File: src/rtl/result_drain_pkg.sv
// Shared types and constants for the result row drain path.
// Holds the drain FSM encoding, the lane width and the lane-index width helper.
package result_drain_pkg;

    typedef enum logic [0:0] {
        DRAIN_IDLE   = 1'b0,
        DRAIN_STREAM = 1'b1
    } drain_state_e;

    localparam int LANE_W = 8;
    localparam int ROWS_W = 16;

    // Index width for a lane counter; never narrower than one bit.
    function automatic int lane_idx_w(input int num_lanes);
        if (num_lanes <= 2) begin
            return 1;
        end else begin
            return $clog2(num_lanes);
        end
    endfunction

endpackage

File: src/rtl/result_drain_lane_buffer.sv
// Row storage for result_drain: NUM_LANES bytes written together on a load,
// read back one lane at a time through an index-selected port.
module drain_lane_buffer
    import result_drain_pkg::*;
#(
    parameter int NUM_LANES = 4,
    parameter int IDX_W     = lane_idx_w(NUM_LANES)
) (
    input  logic                        clk,
    input  logic                        reset,
    input  logic                        i_load_en,
    input  logic [NUM_LANES*LANE_W-1:0] i_load_data,
    input  logic [IDX_W-1:0]            i_rd_idx,
    output logic [LANE_W-1:0]           o_rd_data
);

    logic [LANE_W-1:0] r_lanes [NUM_LANES];

    // Lane storage: cleared by reset, overwritten only by an accepted load.
    always_ff @(posedge clk) begin
        if (!reset) begin
            for (int i = 0; i < NUM_LANES; i++) begin
                r_lanes[i] <= {LANE_W{1'b0}};
            end
        end else if (i_load_en) begin
            for (int i = 0; i < NUM_LANES; i++) begin
                r_lanes[i] <= i_load_data[i*LANE_W +: LANE_W];
            end
        end else begin
            for (int i = 0; i < NUM_LANES; i++) begin
                r_lanes[i] <= r_lanes[i];
            end
        end
    end

    // Read port; the index counter never leaves 0..NUM_LANES-1.
    always_comb begin
        o_rd_data = r_lanes[i_rd_idx];
    end

endmodule

File: src/rtl/result_drain.sv
// Drains one row of PE results into a valid/ready byte stream, lane 0 first,
// with a bubble-free reload on the final byte handshake.
module result_drain
    import result_drain_pkg::*;
#(
    parameter int NUM_LANES = 4,
    parameter int IDX_W     = lane_idx_w(NUM_LANES)
) (
    input  logic                        clk,
    input  logic                        reset,
    input  logic                        load_valid,
    output logic                        load_ready,
    input  logic [NUM_LANES*LANE_W-1:0] load_data,
    output logic                        out_valid,
    input  logic                        out_ready,
    output logic [LANE_W-1:0]           out_data,
    output logic [IDX_W-1:0]            out_index,
    output logic                        out_last,
    output logic [ROWS_W-1:0]           rows_done
);

    localparam logic [0:0]       S_IDLE   = DRAIN_IDLE;
    localparam logic [0:0]       S_STREAM = DRAIN_STREAM;
    localparam logic [IDX_W-1:0] LAST_IDX = IDX_W'(NUM_LANES - 1);

    logic [0:0]        r_state;
    logic [IDX_W-1:0]  r_index;
    logic [ROWS_W-1:0] r_rows_done;

    logic [0:0]        w_state_nx;
    logic [IDX_W-1:0]  w_index_nx;
    logic [ROWS_W-1:0] w_rows_nx;

    logic              w_streaming;
    logic              w_at_last;
    logic              w_last_fire;
    logic              w_load_ready;
    logic              w_load_fire;
    logic [LANE_W-1:0] w_rd_data;

    // Handshake decode; load_ready is the only output that sees out_ready.
    always_comb begin
        w_streaming  = (r_state == S_STREAM);
        w_at_last    = w_streaming && (r_index == LAST_IDX);
        w_last_fire  = w_at_last && out_ready;
        w_load_ready = reset && (!w_streaming || w_last_fire);
        w_load_fire  = load_valid && w_load_ready;
    end

    // Next-state, lane index and completed-row count.
    always_comb begin
        w_state_nx = r_state;
        w_index_nx = r_index;
        w_rows_nx  = r_rows_done;
        case (r_state)
            S_IDLE: begin
                if (w_load_fire) begin
                    w_state_nx = S_STREAM;
                    w_index_nx = {IDX_W{1'b0}};
                end else begin
                    w_state_nx = S_IDLE;
                end
            end
            S_STREAM: begin
                if (!out_ready) begin
                    w_state_nx = S_STREAM;
                end else if (!w_at_last) begin
                    w_index_nx = r_index + IDX_W'(1);
                end else begin
                    // Final byte accepted: count it, then reload or go idle.
                    w_rows_nx  = r_rows_done + 16'd1;
                    w_index_nx = {IDX_W{1'b0}};
                    if (load_valid) begin
                        w_state_nx = S_STREAM;
                    end else begin
                        w_state_nx = S_IDLE;
                    end
                end
            end
            default: begin
                w_state_nx = S_IDLE;
                w_index_nx = {IDX_W{1'b0}};
            end
        endcase
    end

    // State registers with synchronous active-low reset.
    always_ff @(posedge clk) begin
        if (!reset) begin
            r_state     <= S_IDLE;
            r_index     <= {IDX_W{1'b0}};
            r_rows_done <= {ROWS_W{1'b0}};
        end else begin
            r_state     <= w_state_nx;
            r_index     <= w_index_nx;
            r_rows_done <= w_rows_nx;
        end
    end

    drain_lane_buffer #(
        .NUM_LANES (NUM_LANES),
        .IDX_W     (IDX_W)
    ) u_buf (
        .clk         (clk),
        .reset       (reset),
        .i_load_en   (w_load_fire),
        .i_load_data (load_data),
        .i_rd_idx    (r_index),
        .o_rd_data   (w_rd_data)
    );

    // Outputs are quiet while reset is held and whenever no byte is offered.
    always_comb begin
        load_ready = w_load_ready;
        out_valid  = reset && w_streaming;
        out_last   = reset && w_at_last;
        if (reset && w_streaming) begin
            out_data  = w_rd_data;
            out_index = r_index;
        end else begin
            out_data  = {LANE_W{1'b0}};
            out_index = {IDX_W{1'b0}};
        end
        if (reset) begin
            rows_done = r_rows_done;
        end else begin
            rows_done = {ROWS_W{1'b0}};
        end
    end

endmodule

File: config.mk
export PLATFORM = sky130hd
export DESIGN_NAME = result_drain
export DESIGN_NICKNAME = d
export VERILOG_FILES = /design/src/rtl/result_drain_pkg.sv /design/src/rtl/result_drain_lane_buffer.sv /design/src/rtl/result_drain.sv
export SDC_FILE = /design/constraint.sdc
export NUM_CORES = 1
export LEC_CHECK = 0
export BUFFER_PORTS_ARGS = -buffer_cell sky130_fd_sc_hd__buf_4
export CAP_MARGIN = 10
export CORE_ASPECT_RATIO = 0.7
export CORE_MARGIN = 1
export CORE_UTILIZATION = 55
export DETAILED_ROUTE_END_ITERATION = 7
export HOLD_SLACK_MARGIN = 0.02
export MAX_ROUTING_LAYER = met4
export PLACE_DENSITY = 0.83
export SYNTH_ARGS = -nofsm -noshare
export SYNTH_HDL_FRONTEND = slang
export SYNTH_SLANG_ARGS = --single-unit
File: constraint.sdc
create_clock -name clk -period 4.9 [get_ports clk]
set_input_delay 0.49 -clock clk [delete_from_list [all_inputs] [get_ports clk]]
set_output_delay 0.49 -clock clk [all_outputs]
set_load 0.01 [all_outputs]
# Word level (Yosys, flattened, before mapping)

Memory sizes are Yosys's and may differ from the RTL's. A register that Yosys moved wholly into a read port is not among the register bits.
Index checks and enable logic that the tools add are counted.

Flip-flop bits (word level): 19
RAM bits: 32
Input port bits: 36
Output and inout port bits: 29
Word-level logic and storage cells: 58
Memories: 1

Memory list:

| name          | depth | bits a word | rd ports | clocked after Yosys merged registers in | write ports | RTL line                       | RTL |
|---|---|---|---|---|---|---|---|
| u_buf.r_lanes | 4     | 8           | 1        | 1                                       | 4           | result_drain_lane_buffer.sv:17 | `logic [LANE_W-1:0] r_lanes [NUM_LANES];` |

Add/sub/neg operators: 2
Equality and inequality tests: 4
Muxes and demuxes: 28
Bitwise gates (word level): 9
Reductions and logical operators: 11

Operators by type and width:

| cell                  | number |
|---|---|
| $mux 8                | 9 |
| $add 16x1->16 const B | 1 |
| $mux 16               | 1 |
| $mux 2                | 6 |
| $mux 1                | 10 |
| $or 1x1->1            | 8 |
| $logic_and 1x1->1     | 6 |
| $pmux 2 s2            | 1 |
| $reduce_and 2->1      | 2 |
| $reduce_and 3->1      | 1 |
| $add 2x1->2 const B   | 1 |
| $eq 2x2->1 const B    | 1 |
| $ne 2x1->1 const B    | 1 |
| $ne 2x2->1 const B    | 1 |
| $pmux 1 s2            | 1 |
| $logic_not 1->1       | 1 |
| $logic_or 1x1->1      | 1 |
| $ne 0x0->1            | 1 |
| $not 1->1             | 1 |

# Longest topological paths before layout

Gate-level depths: netlist of the first run.

Depth in word-level cells: 11
Mapped depth: 6
Gate-level depth less buffers: 5

# Hierarchy

From an unflattened synthesis of the first run, not the netlist that was laid out.

Cells, all modules: 213
Area, all modules: 2,438.6 um^2

Modules (own cells, without submodules):

| module            | instances | cells an instance | area each (um^2) | seq. area each (um^2) |
|---|---|---|---|---|
| drain_lane_buffer | 1         | 81                | 1,386.3          | 960.9 |
| result_drain      | 1         | 132               | 1,052.3          | 380.4 |

# Worst setup path after synthesis of the first run

Ideal clock, no wire load.

Kind: reg2reg
Start point: register r_index[0]
End point: memory u_buf.r_lanes[0][0] (enable)
Library setup time: 0.389 ns
Arrival time: 2.030 ns
Data required time: 4.511 ns
Slack: 2.480 ns
Stages on the path, launching flop included: 7
Buffers on the path: 1
Clock period less this slack: 2.420 ns
Path through: dfxtp_1 ha_1 a21boi_0 nor2_1 clkbuf_1 nand2_1 nand2_1

RTL lines:

| element                  | RTL line                       | RTL |
|---|---|---|
| start: declaration       | result_drain.sv:27             | `logic [IDX_W-1:0] r_index;` |
| start signal: assignment | result_drain.sv:91             | `r_index <= {IDX_W{1'b0}};` |
| start signal: assignment | result_drain.sv:95             | `r_index <= w_index_nx;` |
| end: declaration         | result_drain_lane_buffer.sv:17 |  |

==> results of run 1 <==
==> registers in the layout, indices dropped and copies added, names as in the netlist, named ones only <==
name,flops
r_rows_done,16
r_index,2
r_state,1
u_buf.r_lanes,32
==> power by group <==
part | switching [mW] | internal (mW)
Combinational | 0.0330 | 0.0397
Clock | 0.138 | 0.150
Sequential | 0.0107 | 0.494
Total | 0.182 | 0.684
==> logic make-up (layout without fill, tap and decap cells) <==
| kind of cell | count (synthesis) | after routing |
|---|---|---|
| DFF | 53 | 53 |
| buffers and inverters | 18 | 76 |
| and+or+nand+nor | 107 | 107 |
| muxes | 10 | 10 |
| adders and majority gates | 2 | 2 |
| xor gates and xnor gates | 8 | 8 |
| AOI/OAI and AO/OA | 17 | 17 |
==> path summary, 6_finish.rpt <==
path,end,start
max reg2reg,u_buf.r_lanes[0][6]$_SDFFCE_PN0P_,r_index[0]$_SDFFE_PN0P_
min reg2reg,r_rows_done[14]$_SDFFE_PN0P_,r_rows_done[14]$_SDFFE_PN0P_
min,u_buf.r_lanes[0][7]$_SDFFCE_PN0P_,load_data[7]
max,out_data[5],flop
==> cells in the mapped netlist (all sizes together) <==
| cell type | instances |
|---|---|
| and4 | 2 |
| a32oi | 2 |
| nand3 | 6 |
| nor2 | 16 |
| o21a | 2 |
| o21ai | 5 |
| mux4 | 8 |
| a21boi | 1 |
| clkbuf | 14 |
| o31ai | 1 |
| edfxtp | 32 |
| nand2 | 5 |
| or4 | 1 |
| mux2i | 2 |
| xnor2 | 2 |
| dfxtp | 21 |
| ha | 2 |
| inv | 2 |
| nor3b | 1 |
| a21oi | 6 |
| xor2 | 6 |
| and2 | 27 |
| or2 | 1 |
| nand4 | 6 |
| nor3 | 2 |
| buf | 2 |
| and3 | 35 |
| or3 | 5 |
==> through the flow <==
stage	instances	utilization [%]	area, µm²	power (mW)
2_1_floorplan	215	-	2477	0.5486
3_3_place_gp	320	68.67	2973	0.5826
3_5_place_dp	320	68.67	2973	0.5875
4_1_cts	328	71.21	3083	0.8692
5_1_grt	328	71.21	3083	0.9003
6_report	328	71.21	3083	0.8660
==> layer usage <==
| metal | track usage [%] | part of all wire, % |
|---|---|---|
| met1 | 33.75 | 45 |
| met3 | 5.984 | 4.8 |
| met5 | - | 0 |
| met4 | 8.521 | 1.0 |
| met2 | 35.18 | 49 |
==> final cells by class <==
cell class	count	area, µm²	area share (%)
inverter	2	7.507	0.2435
timing repair buffer	66	495.5	16.07
tap	55	68.82	2.232
clock inverter	3	41.29	1.339
clock buffer	5	68.82	2.232
multi-input combinational	144	1020	33.08
sequential	53	1381	44.80
==> critical path: cells and delay by family (launching register included) <==
family / cells / cell delay [ns]
muxes: 1 / 0.57
and+or+nand+nor: 1 / 0.18
buffers and inverters: 1 / 0.14
DFF: 1 / 0.69
==> reports/metrics.yaml, run 1 <==
clock_sinks: 53
n_fill_cell: 323
fin_hold_ws_ns: 0.4902
synthSimpleGateAreaFrac_pct: 25.10
grt_use_total_pct: 24.41
status: "finished clean"
cts_hold_buffers: 0
dp_hpwl_um: 3622
dieArea_um2: 4781
syn-num-nets: 253
syn_area_per_cell_um2: 11.52
cp.required_ns: 4.41
initial_core_util_pct: 57.23
relSlewSlack_pct: 61.28
root_buffer: "clkbuf_8"
synth_compound_area_share_pct: 4.141
synthCells: 215
wl_per_cell_um: 15.71
antenna_found_initial: 0
ys_seq_area_share_pct: 55.76
critPathArrivalTime_ns: 1.88
drt_first_pass_iters: 4
cpPeakStageDelay_ns: 0.69
die_h_um: 58.15
pin_count: 65
vias: 1845
synthToLayoutAreaGrowth_pct: 24.44
post_cts_buffers: 0
fmax_mhz: 421.5
endpoint_kind: "output port"
grt.overflow.total: 0
fin_ws_ns: 2.528
crit_path_start_kind: "flop"
hold_class: "in2reg"
synthMuxAreaShare_pct: 8.081
crit_type: "reg2out"
synth_area_leader_cell: "edfxtp_1"
synth_cell_types: 31
finalHoldViolations: 0
ant_nets: 0
maxCapViolCount: 0
final_cell_mix: "buf_4 (66), and3_1 (35), edfxtp_1 (32), and2_1 (27), dfxtp_1 (21)"
gp_congestion: 0.7536
wirelength_um: 5153
portBuffers: 64
period_minus_slack_ns: 2.372
path_cells: "mux4_2 -> and2_1 -> buf_4"
ys_seq_elements: 53
cts_resized: 0
layout.nets: 310
final_common_cell: "buf_4"
holdPathStages: 2
rsz0062_at_grt: "no"
synthDominantCellAreaShare_pct: 38.79
grt_pass1_wl_um: 8155
clk_pin_slew_ns: 0.09
htreeDepth: 2
synth_xor_area_share_pct: 2.828
insertion_delay_ns: 0.30
synth_top_family_by_area: "simple AND/OR/NAND/NOR gates"
synthTopCellsByArea: "edfxtp_1 (39%), dfxtp_1 (17%), and3_1 (8.8%)"
r2r_cells: 7
die_x_um: 82.22
cts_buffers: 5
core_area_um2: 4329
power.density_nw_per_um2: 280.9
synth_adder_area_share_pct: 1.010
grt_pass1_vias: 1682
setup_viol: 0
ff2ff_setup_slack_ns: 2.74
num_rows: 20
setup_tns_ns: 0
critPathSlowestCell: "dfxtp_1"
skew_ns: 0.005508
max-vdd-ir-drop_v: 0.0002337
p_leak_nw: 1.354
grt_max_degree: 36
drv_slew: 0
period_share_pct: 48.41
syn_area_um2: 2477
clock_path_buffers: 2
worstMarginPinSlew_ns: 0.5801
drive_above_1_share_pct: 30.40
drc_errors: 0
ys_warn_count: 0
vias_per_cell: 5.625
dr.first_iter.drc_count: 109
cp_max_fo: 8
diodes: 0
cts_tree: "done"
pre_cts_ws_ns: 2.552
(Power assumes the default switching activity.)
==> run 2, diff against run 1 <==
--- a/config.mk
+++ b/config.mk
@@ -9,11 +9,11 @@
 export CAP_MARGIN = 10
 export CORE_ASPECT_RATIO = 0.7
 export CORE_MARGIN = 1
-export CORE_UTILIZATION = 55
+export CORE_UTILIZATION = 52
 export DETAILED_ROUTE_END_ITERATION = 7
 export HOLD_SLACK_MARGIN = 0.02
 export MAX_ROUTING_LAYER = met4
-export PLACE_DENSITY = 0.83
+export PLACE_DENSITY = 0.79
 export SYNTH_ARGS = -nofsm -noshare
 export SYNTH_HDL_FRONTEND = slang
 export SYNTH_SLANG_ARGS = --single-unit
==> constraint.sdc (replaced) <==
create_clock -name clk -period 2.4 [get_ports clk]
set_input_delay 0.24 -clock clk [delete_from_list [all_inputs] [get_ports clk]]
set_output_delay 0.24 -clock clk [all_outputs]
set_load 0.01 [all_outputs]
==> run 2 against run 1 <==
Net effect:
- the flow now finishes with violations (design-rule violations)
- clock power up 100%
- sequential share of layout area down 0.091 points
- die area increased by 5.6%
- critical path depth unchanged
- clock skew is 0.0048 ns higher
- sequential power grew 100%
- sequential cell count stayed put
- utilization fell by 1.9 points
- setup slack worse by 2.2 ns
- first-iteration DRC count grew 57%
- combinational power rose by 100%
==> reports/metrics.yaml, run 2 (synthesized netlist as in run 1, its figures left out) <==
cts_buffers: 5
r2r_end: "r_rows_done[15]$_SDFFE_PN0P_"
seq_area_um2: 1381
ant_nets: 0
cts_hold_buffers: 0
diodes: 0
cts_tree: "done"
layout.nets: 311
initial_core_util_pct: 55.62
drv_slew: 0
synthToLayoutAreaGrowth_pct: 24.70
crit_type: "reg2out"
failed_checks: "design-rule violations"
critPathArrivalTime_ns: 1.87
n_fill_cell: 332
relSlewSlack_pct: 62.00
insertion_delay_ns: 0.30
pin_count: 65
worstHoldEndpoint: "u_buf.r_lanes[1][3]$_SDFFCE_PN0P_"
dieArea_um2: 5049
cp_max_fo: 8
setup_viol: 0
dr.first_iter.drc_count: 171
wirelength_um: 4800
crit_path_start_kind: "flop"
ff2ff_setup_slack_ns: 0.47
vias_per_cell: 5.511
finalNonFillerCells: 329
num_rows: 20
vias: 1813
clk_pin_slew_ns: 0.09
regToRegStartpoint: "r_index[0]$_SDFFE_PN0P_"
grt_pass1_wl_um: 7486
multiInputGateArea_um2: 1022
final_common_cell: "buf_4"
finalPower_mw: 1.760
antenna_found_initial: 0
place_inst: 321
fin_util_pct: 69.35
holdPathStages: 2
gp_congestion: 0.8175
status: "finished with violations"
cp.required_ns: 2.16
fmax_mhz: 473.2
max-vdd-ir-drop_v: 0.0003579
p_leak_nw: 1.360
hold_class: "in2reg"
finalHoldViolations: 0
period_minus_slack_ns: 2.113
drive_above_1_share_pct: 30.66
grt_use_total_pct: 20.08
die_x_um: 84.50
cts_resized: 0
top_regs: "u_buf.r_lanes: 32 flops, r_rows_done: 16 flops, r_index: 2 flops"
dp_hpwl_um: 3285
regMostFlops: "u_buf.r_lanes"
power.density_nw_per_um2: 569.7
skew_ns: 0.01028
wl_per_cell_um: 14.59
clock_path_buffers: 2
htreeDepth: 2
largest_reg_flops: 32
period_share_pct: 88.06
drc_errors: 6
grt_max_degree: 36
worstMarginPinSlew_ns: 0.5693
rsz0062_at_grt: "no"
portBuffers: 64
maxCapViolCount: 0
core_area_um2: 4454
hold_start: "load_data[11]"
grt.overflow.total: 0
drt_first_pass_iters: 6
setup_tns_ns: 0
endpoint_kind: "output port"
root_buffer: "clkbuf_8"
pre_cts_ws_ns: 0.5168
fin_ws_ns: 0.2865
post_cts_buffers: 0
grt_pass1_vias: 1566
clock_sinks: 53
r2r_cells: 5
die_h_um: 59.75
final_cell_mix: "buf_4 (67), and3_1 (35), edfxtp_1 (32), and2_1 (27), dfxtp_1 (21)"
## run 2: cell count changes in the layout (fill, tap and decap cells not counted)
cell        change
nand2_1         -1
nand2_2         +1
clkbuf_1        +1
buf_4           +1
clkinvlp_4      -1
## run 2: per-layer routing
layer | routed length, µm | track usage [%] | up-vias
met5 | 0 | - | -
met1 | 2284 | 28.49 | 861
met3 | 245 | 4.006 | 5
li1 | - | - | 900
met4 | 50 | 5.811 | 0
met2 | 2220 | 29.62 | 47
## run 2: worst max-delay path by stage
stage / endpoint / cells past startpoint / from / slack [ns]
floorplan: u_buf.r_lanes[0][0]$_SDFFCE_PN0P_ / 6 / r_index[0]$_SDFFE_PN0P_ / 0.26
global placement: out_data[1] / 3 / flop / 0.60
detailed placement: r_rows_done[15]$_SDFFE_PN0P_ / 5 / r_index[0]$_SDFFE_PN0P_ / 0.52
CTS: out_data[5] / 3 / flop / 0.23
global route: out_data[5] / 3 / flop / 0.18
finish: out_data[5] / 3 / flop / 0.29
## run 2: through the flow
| step | area [µm²] | hold WS [ns] |
|---|---|---|
| floorplan | 2480 | 0.4412 |
| global placement | 2983 | 0.4710 |
| detailed placement | 2983 | 0.4908 |
| CTS | 3089 | 0.2362 |
| global route | 3089 | 0.2336 |
| finish | 3089 | 0.2418 |
## run 2: final cells by class
class	count	share of cell area [%]
Sequential cell	53	44.71
Clock inverter	2	1.094
Timing Repair Buffer	67	16.28
Tap cell	55	2.228
Clock buffer	6	2.349
Multi-Input combinational cell	144	33.09
Inverter	2	0.2430
## run 2: worst max-delay path, cell delays in order (launching register included)
cell and delay [ns]:
dfxtp_1 0.69, mux4_2 0.57, and2_1 0.18, buf_4 0.14
## run 2: power by group
group	leakage (nW)	switching, mW	internal, mW	total (mW)
combinational	0.800	0.0664	0.0823	0.149
sequential	0.507	0.0190	1.01	1.03
clock	0.0528	0.276	0.308	0.584
